**src/rtl/add_seq_arbiter.sv**
```systemverilog
// add_seq_arbiter: round-robin arbiter feeding one 8-bit ripple slice.
// Sequences a WIDTH-bit add/sub one byte per beat, result on valid/ready.

module rca_8 (
  input  logic [7:0] a,
  input  logic [7:0] b,
  input  logic       cin,
  output logic [7:0] s,
  output logic       cout
);

  logic [8:0] c;

  // Bit-serial ripple carry through the byte
  always_comb begin
    c    = '0;
    s    = '0;
    c[0] = cin;
    for (int i = 0; i < 8; i++) begin
      s[i]   = a[i] ^ b[i] ^ c[i];
      c[i+1] = (a[i] & b[i]) | (c[i] & (a[i] ^ b[i]));
    end
    cout = c[8];
  end

endmodule

module add_seq_arbiter #(
  parameter int WIDTH = 32
) (
  input  logic             clk,
  input  logic             rst_n,
  input  logic             req0_valid,
  output logic             req0_ready,
  input  logic [WIDTH-1:0] req0_a,
  input  logic [WIDTH-1:0] req0_b,
  input  logic             req0_sub,
  input  logic             req1_valid,
  output logic             req1_ready,
  input  logic [WIDTH-1:0] req1_a,
  input  logic [WIDTH-1:0] req1_b,
  input  logic             req1_sub,
  output logic             rsp_valid,
  input  logic             rsp_ready,
  output logic [WIDTH-1:0] rsp_sum,
  output logic             rsp_cout,
  output logic             rsp_ovf,
  output logic             rsp_zero,
  output logic             rsp_id
);

  localparam int N  = WIDTH / 8;
  localparam int BW = (N > 1) ? $clog2(N) : 1;

  typedef enum logic [1:0] {
    IDLE,
    RUN,
    DONE
  } state_e;

  state_e           state_q, state_d;
  logic [BW-1:0]    beat_q, beat_d;
  logic             carry_q, carry_d;
  logic             last_grant_q, last_grant_d;
  logic             id_q, id_d;
  logic [WIDTH-1:0] a_q, a_d;
  logic [WIDTH-1:0] b_q, b_d;
  logic [WIDTH-1:0] sum_q, sum_d;

  logic       grant0;
  logic       grant1;
  logic       idle;
  logic       done;
  logic       last_beat;
  logic [7:0] slice_a;
  logic [7:0] slice_b;
  logic [7:0] slice_s;
  logic       slice_cout;

  assign idle      = (state_q == IDLE);
  assign done      = (state_q == DONE);
  assign last_beat = (beat_q == BW'(N - 1));

  // Round-robin grant; tie goes to the requester not served last
  always_comb begin
    grant0 = 1'b0;
    grant1 = 1'b0;
    if (idle && rst_n) begin
      grant0 = req0_valid & (~req1_valid | last_grant_q);
      grant1 = req1_valid & (~req0_valid | ~last_grant_q);
    end
  end

  assign req0_ready = grant0;
  assign req1_ready = grant1;

  // Select the current operand byte from the latched registers
  always_comb begin
    slice_a = '0;
    slice_b = '0;
    for (int k = 0; k < N; k++) begin
      if (beat_q == BW'(k)) begin
        slice_a = a_q[8*k +: 8];
        slice_b = b_q[8*k +: 8];
      end
    end
  end

  rca_8 u_rca (
    .a    (slice_a),
    .b    (slice_b),
    .cin  (carry_q),
    .s    (slice_s),
    .cout (slice_cout)
  );

  // Next-state: accept in IDLE, one byte per RUN beat, hold in DONE
  always_comb begin
    state_d      = state_q;
    beat_d       = beat_q;
    carry_d      = carry_q;
    last_grant_d = last_grant_q;
    id_d         = id_q;
    a_d          = a_q;
    b_d          = b_q;
    sum_d        = sum_q;
    unique case (state_q)
      IDLE: begin
        if (grant0) begin
          a_d          = req0_a;
          b_d          = req0_sub ? ~req0_b : req0_b;
          carry_d      = req0_sub;
          beat_d       = '0;
          id_d         = 1'b0;
          last_grant_d = 1'b0;
          state_d      = RUN;
        end else if (grant1) begin
          a_d          = req1_a;
          b_d          = req1_sub ? ~req1_b : req1_b;
          carry_d      = req1_sub;
          beat_d       = '0;
          id_d         = 1'b1;
          last_grant_d = 1'b1;
          state_d      = RUN;
        end
      end
      RUN: begin
        for (int k = 0; k < N; k++) begin
          if (beat_q == BW'(k)) begin
            sum_d[8*k +: 8] = slice_s;
          end
        end
        carry_d = slice_cout;
        if (last_beat) begin
          beat_d  = '0;
          state_d = DONE;
        end else begin
          beat_d = beat_q + 1'b1;
        end
      end
      DONE: begin
        if (rsp_ready) begin
          state_d = IDLE;
        end
      end
      default: state_d = IDLE;
    endcase
  end

  // State and datapath registers
  always_ff @(posedge clk or negedge rst_n) begin
    if (!rst_n) begin
      state_q      <= IDLE;
      beat_q       <= '0;
      carry_q      <= 1'b0;
      last_grant_q <= 1'b1;
      id_q         <= 1'b0;
      a_q          <= '0;
      b_q          <= '0;
      sum_q        <= '0;
    end else begin
      state_q      <= state_d;
      beat_q       <= beat_d;
      carry_q      <= carry_d;
      last_grant_q <= last_grant_d;
      id_q         <= id_d;
      a_q          <= a_d;
      b_q          <= b_d;
      sum_q        <= sum_d;
    end
  end

  // Response fields only show register contents while DONE
  always_comb begin
    rsp_valid = done;
    rsp_sum   = '0;
    rsp_cout  = 1'b0;
    rsp_ovf   = 1'b0;
    rsp_zero  = 1'b0;
    rsp_id    = 1'b0;
    if (done) begin
      rsp_sum  = sum_q;
      rsp_cout = carry_q;
      rsp_ovf  = (a_q[WIDTH-1] == b_q[WIDTH-1]) &&
                 (sum_q[WIDTH-1] != a_q[WIDTH-1]);
      rsp_zero = ~|sum_q;
      rsp_id   = id_q;
    end
  end

endmodule

```
**config.mk**
```make
export PLATFORM = sky130hd
export DESIGN_NAME = add_seq_arbiter
export DESIGN_NICKNAME = d
export VERILOG_FILES = /design/src/rtl/add_seq_arbiter.sv
export SDC_FILE = /design/constraint.sdc
export NUM_CORES = 1
export LEC_CHECK = 0
export ABC_CLOCK_PERIOD_IN_PS = 6900
export BUFFER_PORTS_ARGS = -buffer_cell sky130_fd_sc_hd__buf_2
export CAP_MARGIN = 20
export CORE_MARGIN = 2
export CORE_UTILIZATION = 50
export DETAILED_ROUTE_END_ITERATION = 12
export PLACE_DENSITY = 0.77
export REMOVE_ABC_BUFFERS = 1
export SLEW_MARGIN = 20
export SYNTH_ARGS = -nofsm -noshare
export SYNTH_HDL_FRONTEND = slang
export SYNTH_SLANG_ARGS = --single-unit
```
**constraint.sdc**
```tcl
create_clock -name clk -period 6.9 [get_ports clk]
set_input_delay 0.69 -clock clk [delete_from_list [all_inputs] [get_ports clk]]
set_output_delay 0.69 -clock clk [all_outputs]
set_load 0.03 [all_outputs]
```
### Yosys cells after proc, flatten, opt, wreduce, memory -nomap -nowiden

Index checks and enable logic that the tools add are counted.

| word-level totals | value |
|---|---|
| register bits after elaboration | 103 |
| output and inout port bits | 39 |

| cells by class | value |
|---|---|
| bitwise logic cells | 49 |
| equal/unequal tests | 10 |
| muxes and demuxes | 35 |
| reduce and logical (&&, ||, !) cells | 15 |
| add/sub/neg operators | 1 |

Operators by type and width:

| operator | count |
|---|---|
| 32-bit 2-to-1 mux | 7 |
| 8-bit 2-to-1 mux | 8 |
| 32-bit NOT | 2 |
| 32-bit OR reduction | 1 |
| 1-bit AND | 18 |
| 1-bit bitwise XOR | 16 |
| 2-bit 2-to-1 mux | 7 |
| 2-bit AND reduction | 6 |
| 1-bit 2-to-1 mux | 10 |
| 1-bit bitwise OR | 10 |
| 2-bit == test, second input constant | 3 |
| 2-bit one-hot mux with 3 select lines | 1 |
| 2-bit by 1-bit == test with 1-bit output, second input constant | 2 |
| 2-bit logical NOT | 2 |
| 2-bit one-hot mux with 2 select lines | 1 |
| 2-bit nonzero test | 2 |
| 3-bit != test, second input constant | 1 |
| 1-bit NOT | 3 |
| 3-bit AND reduction | 1 |
| 2-bit by 1-bit adder with 2-bit output, second input constant | 1 |
| 1-bit logical AND | 2 |
| 2-bit by 1-bit != test with 1-bit output, second input constant | 1 |
| 2-bit != test, second input constant | 1 |
| 1-bit one-hot mux with 2 select lines | 1 |
| other kinds (3) | 3 |

### Depth between registers and ports, before layout

| depth | value |
|---|---|
| word-level depth | 23 |
| mapped depth | 19 |

### Modules after synthesis

A second synthesis with hierarchy kept.

| second synthesis, totals | value |
|---|---|
| cells, all modules | 626 |
| area total of the unflattened synthesis | 6097.1 sq um |

By module, submodules not included:

| module | area each (sq um) | times used | seq. area each (sq um) | cells each |
|---|---|---|---|---|
| add_seq_arbiter | 5899.4 | 1 | 2578.7 | 608 |
| rca_8 | 197.7 | 1 | 0.0 | 18 |

### Worst setup path after synthesis

Ideal clock, no wire load.

| timing path | value |
|---|---|
| path type | flip-flop to flip-flop |
| from | register beat_q[0] |
| to | register sum_q[15] |
| slack | 2.047 ns |
| required time | 6.775 ns |
| period minus slack after synthesis | 4.853 ns |
| cell stages (with the launch flop) | 20 |
| arrival time | 4.729 ns |
| buffers on the path | 1 |
| cell sequence | dfrtp_1 inv_1 ha_1 clkbuf_1 nand2_1 nor2_1 a211o_1 a22oi_1 fa_1 inv_1 fa_1 fa_1 inv_1 fa_1 fa_1 fa_1 fa_1 inv_1 fa_1 mux2_2 |

| on the way | value |
|---|---|
| word-level cells in the longest chain between the ends | 21 |

Ends and longest elaborated chain:

| what | line | text |
|---|---|---|
| start: declaration | 62 | `logic [BW-1:0] beat_q, beat_d;` |
| start signal: assignment | 183 | `beat_q <= beat_d;` |
| 2-bit logical NOT | 102 | `if (beat_q == BW'(k)) begin` |
| 8-bit 2-to-1 mux (4 in series) | 102 |  |
| 1-bit bitwise XOR | 21 | `c[i+1] = (a[i] & b[i]) \| (c[i] & (a[i] ^ b[i]));` |
| 1-bit AND | 21 |  |
| 1-bit bitwise OR | 21 |  |
| 1-bit AND | 21 |  |
| 1-bit bitwise OR | 21 |  |
| 1-bit AND | 21 |  |
| [3 not listed] | - |  |
| 1-bit AND | 21 |  |
| 1-bit bitwise OR | 21 |  |
| 1-bit AND | 21 |  |
| 1-bit bitwise OR | 21 |  |
| 1-bit AND | 21 |  |
| 1-bit bitwise OR | 21 |  |
| 1-bit bitwise XOR (*) | 20 | `s[i] = a[i] ^ b[i] ^ c[i];` |
| named net slice_s[7] | 77 | `logic [7:0] slice_s;` |
| end signal: assignment | 189 | `sum_q <= sum_d;` |
| end: declaration | 68 | `logic [WIDTH-1:0] sum_q, sum_d;` |

Mark *: on every way through the listed nets, which the timed path passes. The rest lies on a longest branch.
A chain may end at the register's enable or synchronous reset.

### Final worst setup path

| timing path | value |
|---|---|
| from | register beat_q[0] |
| to | register sum_q[31] |

Same word-level chain as after synthesis.

==> impl_metrics.toml <==
[cts]
cts_root_buf = "clkbuf_16"
cts.repair.resized = 0
numCtsBuffers = 9
clkTransAtPathRegs_ps = 70
postCtsSetupBuffers = 0
cts_tree = "built"
clock_sink_count = 103
cts_hold_buf = 0
clock_latency_ps = 350
htree_levels = 3
clock_path_buffers = 2

[sta]
rsz0062_at_grt = "no"
maxSlewHeadroom_pct = 28.8
tns_ps = 0
finalHoldViolations = 0
tightest_slew_ps = 1070
fmax_mhz = 187
min_period_ps = 5350
fin_ws_ps = 1550
slew_viol_final = 0
skew_ps = 11.2
setup_violations = 0
layout_worst_path_cycle_share_pct = 77.5
holdWs_ps = 261

[final_layout]
instances_no_fill = 978
final_cell_mix = "buf_2 (172), nand2_1 (120), a21oi_1 (107)"
stdcell_area_sq_um = 7180
final_layout_size_suffix_gt1_share_pct = 25.5
n_fill_cell = 1075
areaGrowthSynthToFinish_pct = 19.1
layout.nets = 973
final_common_cell = "buf_2"
antennaDiodeCount = 0

[pwr]
leakage_nw = 3.57
vdd_ir_drop_max_v = 0.000199
powerDensity_nw_per_um2 = 440

[floorplanning]
initial_utilization_pct = 50.8
fp-row-count = 40
die_height_um = 114
core_area_sq_um = 11900
die_w_um = 114
io-pin-count = 174
dieArea_sq_um = 12900

[drt]
routedWlPerCell_um = 15.3
route.detailed.drc = 0
postRouteAntennaNets = 0
dr.pass1.iters = 4
via_per_inst = 5.34
wirelength_um = 14900
drtIter0Drc = 297
vias = 5227

[synthesis]
synth.distinct_cells = 33
ys_ff_latch = 103
yosysSeqAreaShare_pct = 42.8
yosys_warnings = 0
avgSynthCellArea_sq_um = 8.72
synth_cells = 691
synth_edf_count = 0
synth_ff_type = "dfrtp_1"
netlist_area_sq_um = 6020
async_flop_share_pct = 100

[placement]
hpwl_um = 10800
postPlaceCellArea_sq_um = 6890
dp_slack_ps = 1550
placedCellCount = 962
io_buffers = 173
gp_congestion = 0.822

[run_status]
outcome = "completed"

[global_routing]
grt_pass1_wl_um = 24300
grt_pass1_vias = 5077
grt_remaining_overflow = 0
grt_start_max_net_pins = 78
grt_usage_pct = 23.5
antenna_found_initial = 0

[critical_path]
worstPathRequired_ps = 7130
endpoint_kind = "flip-flop"
arrival_ps = 5580
crit_fanout = 29
crit_type = "flip-flop to flip-flop"
startpoint_type = "flip-flop"

[hold_path]
hold_class = "input pin to asynchronous set/reset pin"

[flow_run]
drv_cap = 0
==> routing by layer <==
layer	routed length [um]	part of all wire, %	global-route usage [%]
met5	0	0	0
met4	179	1.2	5.69
met3	769	5.2	2.98
met2	6940	46	39.0
met1	7040	47	33.1
==> logic make-up after synthesis <==
group | Yosys count | share of synthesized area, %
flip-flops | 103 | 42.8
adder cells (fa/ha/maj) | 12 | 3.49
AO/OA/AOI/OAI | 199 | 20.0
XOR/XNOR | 64 | 9.30
AND/OR/NAND/NOR | 224 | 16.4
buffers and inverters | 73 | 5.07
multiplexers | 16 | 2.91
==> sequential cells by signal (all words and copies together) (netlist names) <==
| register | cells |
|---|---|
| a_q | 32 |
| b_q | 32 |
| sum_q | 32 |
| beat_q | 2 |
| state_q | 2 |
| carry_q | 1 |
| id_q | 1 |
| last_grant_q | 1 |
==> per-stage QoR <==
step,power [W],utilization [%]
after CTS,0.00317,60.5
after global placement,0.00264,58.1
after global routing,0.00341,60.5
final,0.00316,60.5
after detailed placement,0.00269,58.1
after floorplan,0.00217,-
==> power breakdown <==
part	leakage [nW]	switching [W]	internal, W
Sequential	1.25	0.000239	0.000912
Clock	0.135	0.000230	0.000256
Combinational	2.18	0.000875	0.000643
==> worst paths after layout <==
| check | startpoint | to | slack [ps] | cells after the start |
|---|---|---|---|---|
| worst min register to register | id_q | id_q | 480 | 2 |
| min in group clk | id_q | id_q | 480 | 2 |
| worst max-delay path | beat_q[0] | sum_q[31] | 1550 | 16 |
| worst min-delay path | rst_n | sum_q[29] | 260 | 1 |
| max in group asynchronous | rst_n | b_q[0] | 5370 | 2 |
| worst max register to register | beat_q[0] | sum_q[31] | 1550 | 16 |
==> area by class of cell <==
class                   instances  area (sq um)  share of cell area (%)
well taps                     147           184                    2.56
flip-flops and latches        103          2580                    35.9
repair buffers                177           898                    12.5
inverters                      20          75.1                    1.05
clock inverters                 6          42.5                   0.593
clock buffers                  10           239                    3.33
multi-input cells             515          3160                    44.0
==> cell usage after synthesis (2+ instances only) <==
cell type	number	area, sq um
nand2_1	120	450
a21oi_1	107	536
dfrtp_1	102	2550
xnor2_1	64	561
nor2_1	46	173
and2_1	33	206
a22o_1	32	280
o21ai_0	31	155
clkbuf_1	30	113
inv_1	18	67.6
buf_2	16	80.1
mux2_2	12	135
a211o_1	10	87.6
a22oi_1	10	75.1
fa_1	8	160
nor4_1	8	50.1
nor2b_1	6	37.5
nand3_1	5	25.0
buf_1	4	15.0
ha_1	4	50.1
mux2i_1	4	40.0
a221oi_1	3	26.3
buf_4	3	22.5
nand2b_1	3	18.8
o31ai_1	3	22.5
inv_2	2	7.51
==> critical path, stage by stage (launching register included) <==
cell,delay (ps)
dfrtp_1,440
inv_1,110
ha_1,850
a211o_1,180
a22oi_1,100
fa_1,430
inv_1,80
fa_1,200
fa_1,170
inv_1,60
fa_1,450
fa_1,460
fa_1,470
fa_1,420
inv_1,90
fa_1,440
mux2_2,290
Note: power is estimated with default switching activity, not from simulation.
